===== src/rtl/hpdl1414_write_sequencer.sv =====
// HPDL-1414 write sequencer: scans a 16-character buffer and drives four
// displays with explicit setup / strobe / hold timed write cycles.
module hpdl1414_write_sequencer #(
    parameter int unsigned SETUP_CYC  = 2,
    parameter int unsigned PULSE_CYC  = 4,
    parameter int unsigned HOLD_CYC   = 2,
    parameter int unsigned BLINK_BITS = 23,
    parameter logic [7:0]  CARET_CHAR = 8'h5F
) (
    input  logic       CLK_i,
    input  logic       RST_i,
    input  logic       i_enable,
    output logic [3:0] o_rd_addr,
    input  logic [7:0] i_rd_data,
    input  logic [3:0] i_caret_pos,
    input  logic       i_caret_en,
    output logic [6:0] HPDL_D,
    output logic [1:0] HPDL_A,
    output logic [3:0] HPDL_WR,
    output logic       o_busy,
    output logic       o_frame_done
);

    localparam int unsigned MAX_SP =
        (SETUP_CYC > PULSE_CYC) ? SETUP_CYC : PULSE_CYC;
    localparam int unsigned MAX_CYC =
        (MAX_SP > HOLD_CYC) ? MAX_SP : HOLD_CYC;
    localparam int unsigned CW =
        (MAX_CYC > 1) ? $clog2(MAX_CYC) : 1;

    localparam logic [CW-1:0] SETUP_LAST = CW'(SETUP_CYC - 1);
    localparam logic [CW-1:0] PULSE_LAST = CW'(PULSE_CYC - 1);
    localparam logic [CW-1:0] HOLD_LAST  = CW'(HOLD_CYC - 1);

    typedef enum logic [2:0] {
        S_IDLE,
        S_FETCH,
        S_LATCH,
        S_SETUP,
        S_STROBE,
        S_HOLD
    } state_e;

    state_e                state_q, state_d;
    logic [3:0]            pos_q, pos_d;
    logic [CW-1:0]         cnt_q, cnt_d;
    logic [6:0]            d_q, d_d;
    logic [1:0]            a_q, a_d;
    logic [3:0]            wr_q, wr_d;
    logic                  fd_q, fd_d;
    logic [BLINK_BITS-1:0] blink_q;
    logic                  caret_hit;
    logic [6:0]            mapped;

    // Character sanitising; caret wins over the buffer contents.
    always_comb begin
        caret_hit = i_caret_en && blink_q[BLINK_BITS-1]
                    && (pos_q == i_caret_pos);
        mapped = 7'h20;
        if (caret_hit) begin
            mapped = CARET_CHAR[6:0];
        end else if (i_rd_data >= 8'h20 && i_rd_data <= 8'h5F) begin
            mapped = i_rd_data[6:0];
        end else if (i_rd_data >= 8'h61 && i_rd_data <= 8'h7A) begin
            mapped = i_rd_data[6:0] - 7'h20;
        end
    end

    always_comb begin
        state_d = state_q;
        pos_d   = pos_q;
        cnt_d   = cnt_q;
        d_d     = d_q;
        a_d     = a_q;
        fd_d    = 1'b0;
        unique case (state_q)
            S_IDLE: begin
                if (i_enable) state_d = S_FETCH;
            end
            S_FETCH: begin
                state_d = S_LATCH;
            end
            S_LATCH: begin
                d_d     = mapped;
                a_d     = ~pos_q[1:0];
                cnt_d   = '0;
                state_d = S_SETUP;
            end
            S_SETUP: begin
                if (cnt_q == SETUP_LAST) begin
                    cnt_d   = '0;
                    state_d = S_STROBE;
                end else begin
                    cnt_d = cnt_q + CW'(1);
                end
            end
            S_STROBE: begin
                if (cnt_q == PULSE_LAST) begin
                    cnt_d   = '0;
                    state_d = S_HOLD;
                end else begin
                    cnt_d = cnt_q + CW'(1);
                end
            end
            S_HOLD: begin
                if (cnt_q == HOLD_LAST) begin
                    cnt_d   = '0;
                    pos_d   = pos_q + 4'd1;
                    fd_d    = (pos_q == 4'd15);
                    state_d = i_enable ? S_FETCH : S_IDLE;
                end else begin
                    cnt_d = cnt_q + CW'(1);
                end
            end
            default: begin
                state_d = S_IDLE;
            end
        endcase
    end

    // WR is decoded from the next state so the strobe is a clean register.
    always_comb begin
        wr_d = 4'hF;
        if (state_d == S_STROBE) wr_d[pos_q[3:2]] = 1'b0;
    end

    always_ff @(posedge CLK_i or posedge RST_i) begin
        if (RST_i) begin
            state_q <= S_IDLE;
            pos_q   <= 4'd0;
            cnt_q   <= '0;
            d_q     <= 7'd0;
            a_q     <= 2'b11;
            wr_q    <= 4'hF;
            fd_q    <= 1'b0;
            blink_q <= '0;
        end else begin
            state_q <= state_d;
            pos_q   <= pos_d;
            cnt_q   <= cnt_d;
            d_q     <= d_d;
            a_q     <= a_d;
            wr_q    <= wr_d;
            fd_q    <= fd_d;
            blink_q <= blink_q + BLINK_BITS'(1);
        end
    end

    assign o_rd_addr    = pos_q;
    assign HPDL_D       = d_q;
    assign HPDL_A       = a_q;
    assign HPDL_WR      = wr_q;
    assign o_busy       = (state_q != S_IDLE);
    assign o_frame_done = fd_q;

endmodule


===== config.mk =====
export PLATFORM = sky130hd
export DESIGN_NAME = hpdl1414_write_sequencer
export DESIGN_NICKNAME = d
export VERILOG_FILES = /design/src/rtl/hpdl1414_write_sequencer.sv
export SDC_FILE = /design/constraint.sdc
export NUM_CORES = 1
export LEC_CHECK = 0
export ABC_AREA = 1
export CAP_MARGIN = 20
export CORE_UTILIZATION = 51
export CTS_BUF_LIST = sky130_fd_sc_hd__clkbuf_8
export CTS_CLUSTER_DIAMETER = 60
export DETAILED_ROUTE_END_ITERATION = 8
export DONT_BUFFER_PORTS = 1
export GPL_ROUTABILITY_DRIVEN = 1
export PLACE_DENSITY = 0.66
export REMOVE_ABC_BUFFERS = 1
export SETUP_SLACK_MARGIN = 0.05
export SLEW_MARGIN = 20
export SYNTH_ARGS = -nofsm -noshare
export SYNTH_HDL_FRONTEND = slang
export SYNTH_SLANG_ARGS = --single-unit

===== constraint.sdc =====
create_clock -name CLK_i -period 2 [get_ports CLK_i]
set_input_delay 0 -clock CLK_i [delete_from_list [all_inputs] [get_ports CLK_i]]
set_output_delay 0 -clock CLK_i [all_outputs]
set_load 0.05 [all_outputs]

==> Yosys cells after proc, flatten, opt, wreduce, memory -nomap -nowiden <==
Index checks and enable logic that the tools add are counted.
{ "totals": {"elab_cells": 57, "input_bits": 16, "reg_bits": 46, "output_inout_bits": 19} }
{ "classes": {"reduce_logical": 10, "order_cmp": 6, "n_addsub": 4, "n_mux": 17, "n_eq_ne": 10, "bitwise_logic": 2} }
{ "ops": {"columns": ["operator", "n"], "rows": [
  ["adder 23 x 1 -> 23 bit (second input constant)", 1],
  ["2-to-1 mux 7 bit", 3],
  ["one-hot mux 3 bit (6 select lines)", 1],
  ["<= comparator 8 x 7 -> 1 bit (second input constant)", 2],
  ["2-to-1 mux 3 bit", 4],
  ["equality test 3 bit (second input constant)", 3],
  ["greater-or-equal comparator 8 x 6 -> 1 bit (second input constant)", 1],
  ["greater-or-equal comparator 8 x 7 -> 1 bit (second input constant)", 1],
  ["subtractor 7 x 6 -> 7 bit (second input constant)", 1],
  ["equality test 3 x 2 -> 1 bit (second input constant)", 2],
  ["one-hot mux 2 bit (3 select lines)", 1],
  ["nonzero test 3 bit", 2],
  ["logical AND 1 bit", 5],
  ["adder 4 x 1 -> 4 bit (second input constant)", 1],
  ["equality test 4 bit", 1],
  ["equality test 4 bit (second input constant)", 1],
  ["2-to-1 mux 1 bit", 4],
  ["2-to-1 mux 2 bit", 2],
  ["2-to-1 mux 4 bit", 1],
  ["inverter 4 bit", 1],
  ["equality test 3 x 1 -> 1 bit (second input constant)", 1],
  ["logical NOT 3 bit", 1],
  ["less-than comparator 2 x 3 -> 1 bit (second input constant)", 1],
  ["adder 2 x 1 -> 2 bit (second input constant)", 1],
  ["other kinds (7)", 7]
]} }

==> Logic depth before layout (Yosys ltp) <==
Gate-level depths: netlist of run 1.
{ "logic_depth": {"word_depth": 6, "ltp_mapped": 10, "ltp_nobuf": 10} }

==> Worst setup path after synthesis of run 1 <==
OpenSTA, ideal clock, no wires.
{ "synth_path": {"kind": "register -> register", "startpoint": "reg pos_q[3] (netlist: o_rd_addr[3])", "endpoint": "reg d_q[5] (netlist: HPDL_D[5])", "synth_period_minus_slack_ns": 1.511, "t_required_ns": 1.882, "setup_ns": 0.118, "path_stages_with_launch": 10, "slack_ns": 0.489, "arrival_ns": 1.394, "path_buffers": 0, "cell_sequence": "dfrtp_1 > inv_1 > nand2_1 > nand3_1 > nor2_1 > nand2_1 > nand2_1 > inv_1 > nand2_1 > nand2_1"} }
{ "synth_between": {"elab_chain_cells": 3} }
{ "synth_lines": {"columns": ["item", "line_no", "rtl"], "rows": [
  ["start, declared", "45", "logic [3:0] pos_q, pos_d;"],
  ["start signal, assigned", "139", "pos_q <= pos_d;"],
  ["equality test 4 bit", "58", "&& (pos_q == i_caret_pos);"],
  ["logical AND 1 bit", "58", null],
  ["2-to-1 mux 7 bit", "60", "if (caret_hit) begin"],
  ["end signal, assigned", "132", "d_q <= 7'd0;"],
  ["end signal, assigned", "141", "d_q <= d_d;"],
  ["end, declared", "47", "logic [6:0] d_q, d_d;"]
]} }
No other way between the ends.
A chain may end at the register's enable or synchronous reset.

==> Worst setup path in the final report of run 1 <==
{ "layout_path": {"startpoint": "in i_rd_data[5]", "endpoint": "reg d_q[5] (netlist: HPDL_D[5])"} }
{ "layout_between": {"elab_chain_cells": 5, "word_cells_on_any_way": 10, "cone_classes": "add/sub: 1; order compare: 4; mux: 3; reduce/logical: 2"} }
{ "layout_lines": {"columns": ["item", "line_no", "rtl"], "rows": [
  ["start, declared", "14", "input logic [7:0] i_rd_data,"],
  ["greater-or-equal comparator 8 x 7 -> 1 bit / <= comparator 8 x 7 -> 1 bit (equally long branches)", "64", "end else if (i_rd_data >= 8'h61 && i_rd_data <= 8'h7A) begin"],
  ["logical AND 1 bit", "64", null],
  ["2-to-1 mux 7 bit", "64", null],
  ["2-to-1 mux 7 bit *", "62", "end else if (i_rd_data >= 8'h20 && i_rd_data <= 8'h5F) begin"],
  ["2-to-1 mux 7 bit *", "60", null]
]} }
Every way passes the cells marked *; elsewhere a longest branch is shown, timed or not.

==> results.md, run 1 <==
* Max FO, Critical Path at 3
* Worst Min Path Start: i_rd_data[6]
* Worst R2R Start: blink_q[0]$_DFF_PP0_
* Via count of the first global-routing pass at 1906
* Final Max Slew Viols at 0
* Post-synthesis sequential area ratio at 47.34%
* Hold/Removal Path Class: primary input to flip-flop
* Number of distinct library cell variants in the gate-level netlist after synthesis at 24
* Worst hold slack across all endpoints at 0.09788 ns
* Final clock skew at 0.006358 ns
* CP arrival at 1.82 ns
* Timing-limited maximum frequency at 617.6 MHz
* Ordered list of cells on the worst path: dlygate4sd3_1 > nand2_1 > dlygate4sd3_1 > nand2_1 > dlygate4sd3_1 > nand2_1 > nand2_1
* CP peak stage delay at 0.55 ns
* Number of clock sinks at 46
* Core region area at 4474 um^2
* Area growth from synthesis to layout at 16.41%
* Post-layout util at 63.67%
* Die boundary height at 71.27 um
* Depth of the CTS H-tree at 2
* Top cell type by total area after synthesis: sky130_fd_sc_hd__dfrtp_1
* Count of warnings emitted by yosys at 0
* Setup repair after global routing missed its margin: false
* Critical path class: primary input to flip-flop
* Result of the run: finished clean
* Setup bufs post-CTS at 0
* Cell with the largest stage delay on the worst path: sky130_fd_sc_hd__dlygate4sd3_1
* Number of storage elements in the synthesis netlist at 46
* Worst hold path depth at 6
* Min Clock Period, post-route at 1.619 ns
* Hold endpoint: HPDL_D[6]$_DFFE_PP0P_
* Final setup slack of the worst path at 0.3809 ns
* Mean instance size in the synthesized netlist at 7.920 um^2
* Number of antenna violations at the first check in global routing at 0
* Detailed-routing iteration count for the pre-antenna-repair pass at 4
* TritonCTS clock tree: built
* Clk Latency, worst-skew pair at 0.31 ns
* Most used standard cells in the synthesized netlist: sky130_fd_sc_hd__nand2_1 (77), sky130_fd_sc_hd__inv_1 (48), sky130_fd_sc_hd__dfrtp_1 (40)
* X dimension of the die at 71.27 um
* Crit-path most repeated cell: sky130_fd_sc_hd__nand2_1
* Clock transition time at the flip-flop clock pins of the worst setup and hold paths at 0.08 ns
* Starting density of the core at 54.70%
* Count of flip-flops with a built-in enable after synthesis at 0
* Maximum vdd ir drop at 0.0007728 V
* Pre-CTS WS at 0.5321 ns
* Boundary pin count at 35
* Number of nets in the final layout at 363
* Hpwl dp at 3573 um
* Slew at the pin closest to its max-slew limit at 0.4921 ns
* Vias after detailed routing at 1968
* Period Utilization, post-route at 80.95%
* Fraction of layout cells with a size suffix above 1 at 11.44%
* DRC violations left at 0
* Critical Path End Type: flip-flop
* Global routing usage summed across all routing layers at 21.31%
* Area share of the leading cell type in the synthesized netlist at 40.90%
* Total Die Area at 5079 um^2
* Endpoints failing hold at 0
* Count leader, synth: sky130_fd_sc_hd__nand2_1
* Final antenna diode count at 0
* R2r endpoint: blink_q[16]$_DFF_PP0_
* Row count at 24
* Synth Flop Type: sky130_fd_sc_hd__dfrtp_1
* Worst slew margin at 67.20%
* Number of nets with antenna violations after detailed routing at 0
* Number of I/O port buffers at 0
* Leakage Power at 1.415 nW
* Total Wirelength at 4737 um
* Root Buffer Master: sky130_fd_sc_hd__clkbuf_8
* Startpoint type of the worst setup path: primary input
* Post-route setup TNS at 0 ns
* Max-cap check violation count at 0
* Drt initial violations at 134
* Synthesized instance count at 309
* Register-to-register setup slack at 0.53 ns
* Clk buf depth at 2
* Worst path required time at 2.20 ns
* Length in cells of the worst reg-to-reg path at 8
* Share of synthesized flip-flops with an asynchronous set or reset at 100.0%
* Mapped Area at 2447 um^2
* Launching element of the worst setup path: i_rd_data[5]
* Largest net degree at the start of global routing at 20
* Final-report setup violation count at 0
* Routability Congestion at 0.7865
* Power density over cell area at 1145 nW/um^2
* Routed length per placed instance at 12.05 um
* Via/cell ratio at 5.008
* Total gr overflow at 0
* Number of buffers created by CTS at 5
* Top cells by area in the synthesized netlist: sky130_fd_sc_hd__dfrtp_1 (41%), sky130_fd_sc_hd__nand2_1 (12%), sky130_fd_sc_hd__inv_1 (7.4%), sky130_fd_sc_hd__dfstp_2 (6.4%), sky130_fd_sc_hd__xor2_1 (6.1%)
* Wire length of the first global-routing pass at 8404 um
## layout by cell type (no fill, tap or decap)
cell type	count
sky130_fd_sc_hd__a21oi_1	3
sky130_fd_sc_hd__buf_4	7
sky130_fd_sc_hd__bufinv_16	1
sky130_fd_sc_hd__clkbuf_8	5
sky130_fd_sc_hd__clkinvlp_4	2
sky130_fd_sc_hd__dfrtp_1	40
sky130_fd_sc_hd__dfstp_2	6
sky130_fd_sc_hd__dlygate4sd3_1	17
sky130_fd_sc_hd__ha_1	7
sky130_fd_sc_hd__inv_1	47
sky130_fd_sc_hd__inv_2	2
sky130_fd_sc_hd__nand2_1	77
sky130_fd_sc_hd__nand2_2	2
sky130_fd_sc_hd__nand3_1	29
sky130_fd_sc_hd__nand3_2	1
sky130_fd_sc_hd__nand3b_1	2
sky130_fd_sc_hd__nand4_1	3
sky130_fd_sc_hd__nor2_1	37
sky130_fd_sc_hd__nor2_2	5
sky130_fd_sc_hd__nor2_4	2
sky130_fd_sc_hd__nor3_1	13
sky130_fd_sc_hd__o21a_1	1
sky130_fd_sc_hd__o21ai_0	4
sky130_fd_sc_hd__o21bai_1	1
sky130_fd_sc_hd__o221ai_1	1
sky130_fd_sc_hd__o22ai_1	1
sky130_fd_sc_hd__or2_2	6
sky130_fd_sc_hd__xnor2_1	2
sky130_fd_sc_hd__xor2_1	17
## timing repair
action | CTS | global route
hold buffers | 17 | 0
hold endpoints to repair | 50 | 0
resized for setup | 0 | 0
## per-layer routing
| metal | track usage [%] | up-vias | share of wire, % |
|---|---|---|---|
| li1 | - | 1013 | - |
| met4 | 7.333 | 0 | 1.5 |
| met5 | 0 | - | 0 |
| met3 | 5.204 | 7 | 4.4 |
| met2 | 35.45 | 44 | 47 |
| met1 | 27.31 | 904 | 47 |
## power by group
part / internal (mW) / total, mW / switching [mW]
sequential: 1.13 / 1.65 / 0.519
combinational: 0.340 / 0.908 / 0.568
clock: 0.372 / 0.706 / 0.334
total: 1.84 / 3.26 / 1.42
## sequential cells by signal, summed over array words and instances, names as in the netlist
name          cells
HPDL_D            7
cnt_q             2
HPDL_A            2
blink_q          23
o_frame_done      1
o_rd_addr         4
state_q           3
HPDL_WR           4
## cell type report
type | count | area, um^2
Clock inverter | 3 | 45.04
Inverter | 49 | 183.9
Timing Repair Buffer | 24 | 222.7
Tap cell | 52 | 65.06
Sequential cell | 46 | 1159
Fill cell | 409 | 1625
Multi-Input combinational cell | 214 | 1105
Clock buffer | 5 | 68.82
## cell families after synthesis
family	count (synthesis)	synth area share (%)
XOR/XNOR	19	6.800
AND/OR/NAND/NOR	177	32.11
AO/OA/AOI/OAI	11	2.659
flip-flops	46	47.34
buffers and inverters	49	7.515
adder cells (fa/ha/maj)	7	3.579
## critical path, delay by kind of cell
family,cells,cell delay [ns]
and+or+nand+nor,4,0.21
buffers and inverters,3,1.61
## metrics by stage
stage,power (mW),instance area (um^2),std cells
after CTS,3.290,2849,393
after global routing,3.470,2849,393
final,3.262,2849,393
after global placement,2.546,2565,368
after floorplan,2.330,2447,309
after detailed placement,2.549,2565,368
## worst max-delay path by stage
stage / slack [ns] / cells past startpoint / endpoint
finish: 0.38 / 7 / HPDL_D[5]$_DFFE_PP0P_
global placement: 0.59 / 9 / HPDL_D[5]$_DFFE_PP0P_
floorplan: 0.49 / 9 / HPDL_D[5]$_DFFE_PP0P_
global route: 0.32 / 7 / HPDL_D[5]$_DFFE_PP0P_
CTS: 0.39 / 7 / HPDL_D[5]$_DFFE_PP0P_
detailed placement: 0.53 / 8 / blink_q[16]$_DFF_PP0_
Note: power is estimated with default switching activity, not from simulation.
==> run 2: changes to the inputs <==
==> constraint.sdc (replaced) <==
create_clock -name CLK_i -period 1.51 [get_ports CLK_i]
set_input_delay 0 -clock CLK_i [delete_from_list [all_inputs] [get_ports CLK_i]]
set_output_delay 0 -clock CLK_i [all_outputs]
set_load 0.05 [all_outputs]
==> results.md, run 2 (same netlist as run 1, synthesis figures left out) <==
* Result of the run: finished clean
* Largest net degree at the start of global routing at 27 (+35%)
* Detailed-routing iteration count for the pre-antenna-repair pass at 4 (unchanged)
* CP arrival at 1.57 ns (-0.25 ns)
* Proportion of total power due to net switching at 44.45% (+0.91 points)
* R2r endpoint: blink_q[16]$_DFF_PP0_
* Boundary pin count at 35 (unchanged)
* Total Wirelength at 4905 um (+3.5%)
* Row count at 24 (unchanged)
* Setup repair after global routing missed its margin: true
* Crit path buffers/inverters at 1 (-2)
* Register name with the most flops: blink_q
* Total gr overflow at 0 (unchanged)
* Final clock skew at 0.007952 ns (+0.001594 ns)
* Critical Path End Type: flip-flop
* Die boundary height at 71.27 um (unchanged)
* Number of I/O port buffers at 0 (unchanged)
* Critical path class: flip-flop to flip-flop
* Post-route setup TNS at 0 ns (unchanged)
* Hold endpoint: state_q[0]$_DFF_PP0_
* Seq pwr share at 42.8% (-7.7 points)
* Via count of the first global-routing pass at 1974 (+3.6%)
* Part of the power in combinational logic at 40.1% (+12 points)
* Final Max Slew Viols at 0 (unchanged)
* Ordered list of cells on the worst path: ha_2 > nand3_2 > inv_2 > nand2_2 > nor2_4 > nand2_2 > nor3_2 > nor2_1
* Net switching power at 1.943 mW (+37%)
* Setup bufs post-CTS at 0 (unchanged)
* Timing-limited maximum frequency at 726.6 MHz
* Area growth from synthesis to layout at 18.51%
* Cell with the largest stage delay on the worst path: sky130_fd_sc_hd__dfrtp_1
* Max FO, Critical Path at 3 (unchanged)
* Routed length per placed instance at 12.32 um (+2.2%)
* Clock share of power at 17.1% (-4.5 points)
* Vias after detailed routing at 1989 (+1.1%)
* Clk Latency, worst-skew pair at 0.30 ns (about the same)
* Startpoint type of the worst setup path: flip-flop
* Depth of the CTS H-tree at 2 (unchanged)
* Length in cells of the worst reg-to-reg path at 8 (unchanged)
* Crit-path most repeated cell: sky130_fd_sc_hd__nand2_2
* Via/cell ratio at 4.997 (-0.20%)
* Endpoints failing hold at 0 (unchanged)
* Leakage Power at 1.425 nW (+0.71%)
* Sequential cell area at 1159 um^2 (unchanged)
* Power after layout at 4.370 mW (+34%)
* Drt initial violations at 81 (-40%)
* Hpwl dp at 3613 um (+1.1%)
* Largest register FFs at 23 (unchanged)
* Clk buf depth at 2 (unchanged)
* Area of the multi-input gates at 1152 um^2 (+4.3%)
* X dimension of the die at 71.27 um (unchanged)
* Wire length of the first global-routing pass at 8397 um (about the same)
* Total Die Area at 5079 um^2 (unchanged)
* DRC violations left at 0 (unchanged)
* Worst hold slack across all endpoints at 0.007616 ns (-0.09026 ns)
* Root Buffer Master: sky130_fd_sc_hd__clkbuf_8
* Most common cell after layout, fill and taps aside: sky130_fd_sc_hd__nand2_1
* Worst hold path depth at 4 (-2)
* Worst path required time at 1.71 ns (-0.49 ns)
* Number of buffers created by CTS at 5 (unchanged)
* Worst Min Path Start: i_enable
* Min Clock Period, post-route at 1.376 ns
* Power density over cell area at 1507 nW/um^2 (+32%)
* Fraction of layout cells with a size suffix above 1 at 17.05% (+5.6 points)
* TritonCTS clock tree: built
* Core region area at 4474 um^2 (unchanged)
* Register-to-register setup slack at 0.13 ns (-0.40 ns)
* Top library cells by usage in the layout, fill and taps aside: sky130_fd_sc_hd__nand2_1 (75), sky130_fd_sc_hd__inv_1 (45), sky130_fd_sc_hd__dfrtp_1 (40), sky130_fd_sc_hd__nor2_1 (37), sky130_fd_sc_hd__nand3_1 (28)
* Final antenna diode count at 0 (unchanged)
* Number of clock sinks at 46 (unchanged)
* Number of antenna violations at the first check in global routing at 0 (unchanged)
* Number of nets with antenna violations after detailed routing at 0 (unchanged)
* Launching element of the worst setup path: blink_q[0]$_DFF_PP0_
* Clock transition time at the flip-flop clock pins of the worst setup and hold paths at 0.09 ns (about the same)
* Number of nets in the final layout at 368 (+1.4%)
* CP peak stage delay at 0.38 ns (-0.17 ns)
* Max-cap check violation count at 0 (unchanged)
* Slew at the pin closest to its max-slew limit at 0.5305 ns (+0.03844 ns)
* Period Utilization, post-route at 91.15%
* Cell internal pwr at 2.427 mW (+32%)
* Routability Congestion at 0.8265 (+5.1%)
* Worst R2R Start: blink_q[0]$_DFF_PP0_
* Final setup slack of the worst path at 0.1337 ns (-0.2473 ns)
* Cell type group with the largest total delay on the critical path: simple AND/OR/NAND/NOR gates
* Final-report setup violation count at 0 (unchanged)
* Maximum vdd ir drop at 0.001364 V (+77%)
* Hold/Removal Path Class: primary input to flip-flop
* Worst slew margin at 64.58% (-2.6 points)
* Pre-CTS WS at 0.02857 ns (-0.5036 ns)
* Starting density of the core at 54.70% (unchanged)
* Global routing usage summed across all routing layers at 21.06% (-0.25 points)
* Number of filler cells placed in the layout at 389 (-4.9%)
## run 2: changes by cell type in the layout (fill, tap and decap cells not counted), moves of 4 or more
| cell | before | now |
|---|---|---|
| sky130_fd_sc_hd__buf_4 | 7 | 16 |
| sky130_fd_sc_hd__nor3_1 | 13 | 8 |
| sky130_fd_sc_hd__nor3_2 | 0 | 5 |
| sky130_fd_sc_hd__dlygate4sd3_1 | 17 | 13 |
## run 2: per-stage QoR
stage	cells	instance area (um^2)	util, %
final	398	2900	64.82
after global routing	398	2900	64.82
after CTS	398	2858	63.87
after detailed placement	377	2633	58.84
after global placement	377	2633	58.84
after floorplan	309	2447	-
## run 2: layout make-up
cell class / count / area share (%)
clock inverters: 3 / 0.7334
repair buffers: 29 / 8.628
multi-input cells: 214 / 39.73
inverters: 49 / 6.342
clock buffers: 5 / 2.373
well taps: 52 / 2.243
flip-flops and latches: 46 / 39.95
## run 2: worst max path at each step
stage                                       end  slack, ns  cells after the start
after floorplan           HPDL_D[5]$_DFFE_PP0P_     -0.001                      9
after global placement    blink_q[16]$_DFF_PP0_       0.12                      8
after detailed placement  blink_q[16]$_DFF_PP0_       0.03                      8
after CTS                 blink_q[16]$_DFF_PP0_       0.08                      8
after global routing      blink_q[16]$_DFF_PP0_      -0.01                      9
final                     blink_q[16]$_DFF_PP0_       0.13                      8
## run 2: power groups by stage
stage,Clock [mW],Combinational [mW],Sequential (mW)
after global placement,0,1.66,1.88
final,0.749,1.75,1.87
after floorplan,0,0.822,2.26
after CTS,0.765,1.71,1.87
after detailed placement,0,1.68,1.89
after global routing,0.813,1.92,1.91
## run 2: tightest hold or removal path, stage by stage
cell	delay [ns]
sky130_fd_sc_hd__inv_1	0.03
sky130_fd_sc_hd__nor2_1	0.09
sky130_fd_sc_hd__nor2_1	0.06
sky130_fd_sc_hd__nand3_1	0.08
## run 2: what timing repair did
action | in CTS | in global routing
pin swaps | 0 | 1
hold endpoints to repair | 31 | 0
hold buffers | 13 | 0
endpoints found under the setup margin | 1 | 17
resized for setup | 2 | 11
## run 2: routing by layer
layer / vias up / track usage [%] / part of all wire [%]
met5: - / 0 / 0
met3: 2 / 5.063 / 3.6
met4: 0 / 6.889 / 0.35
met2: 42 / 35.03 / 50
li1: 1026 / - / -
met1: 919 / 27.23 / 46
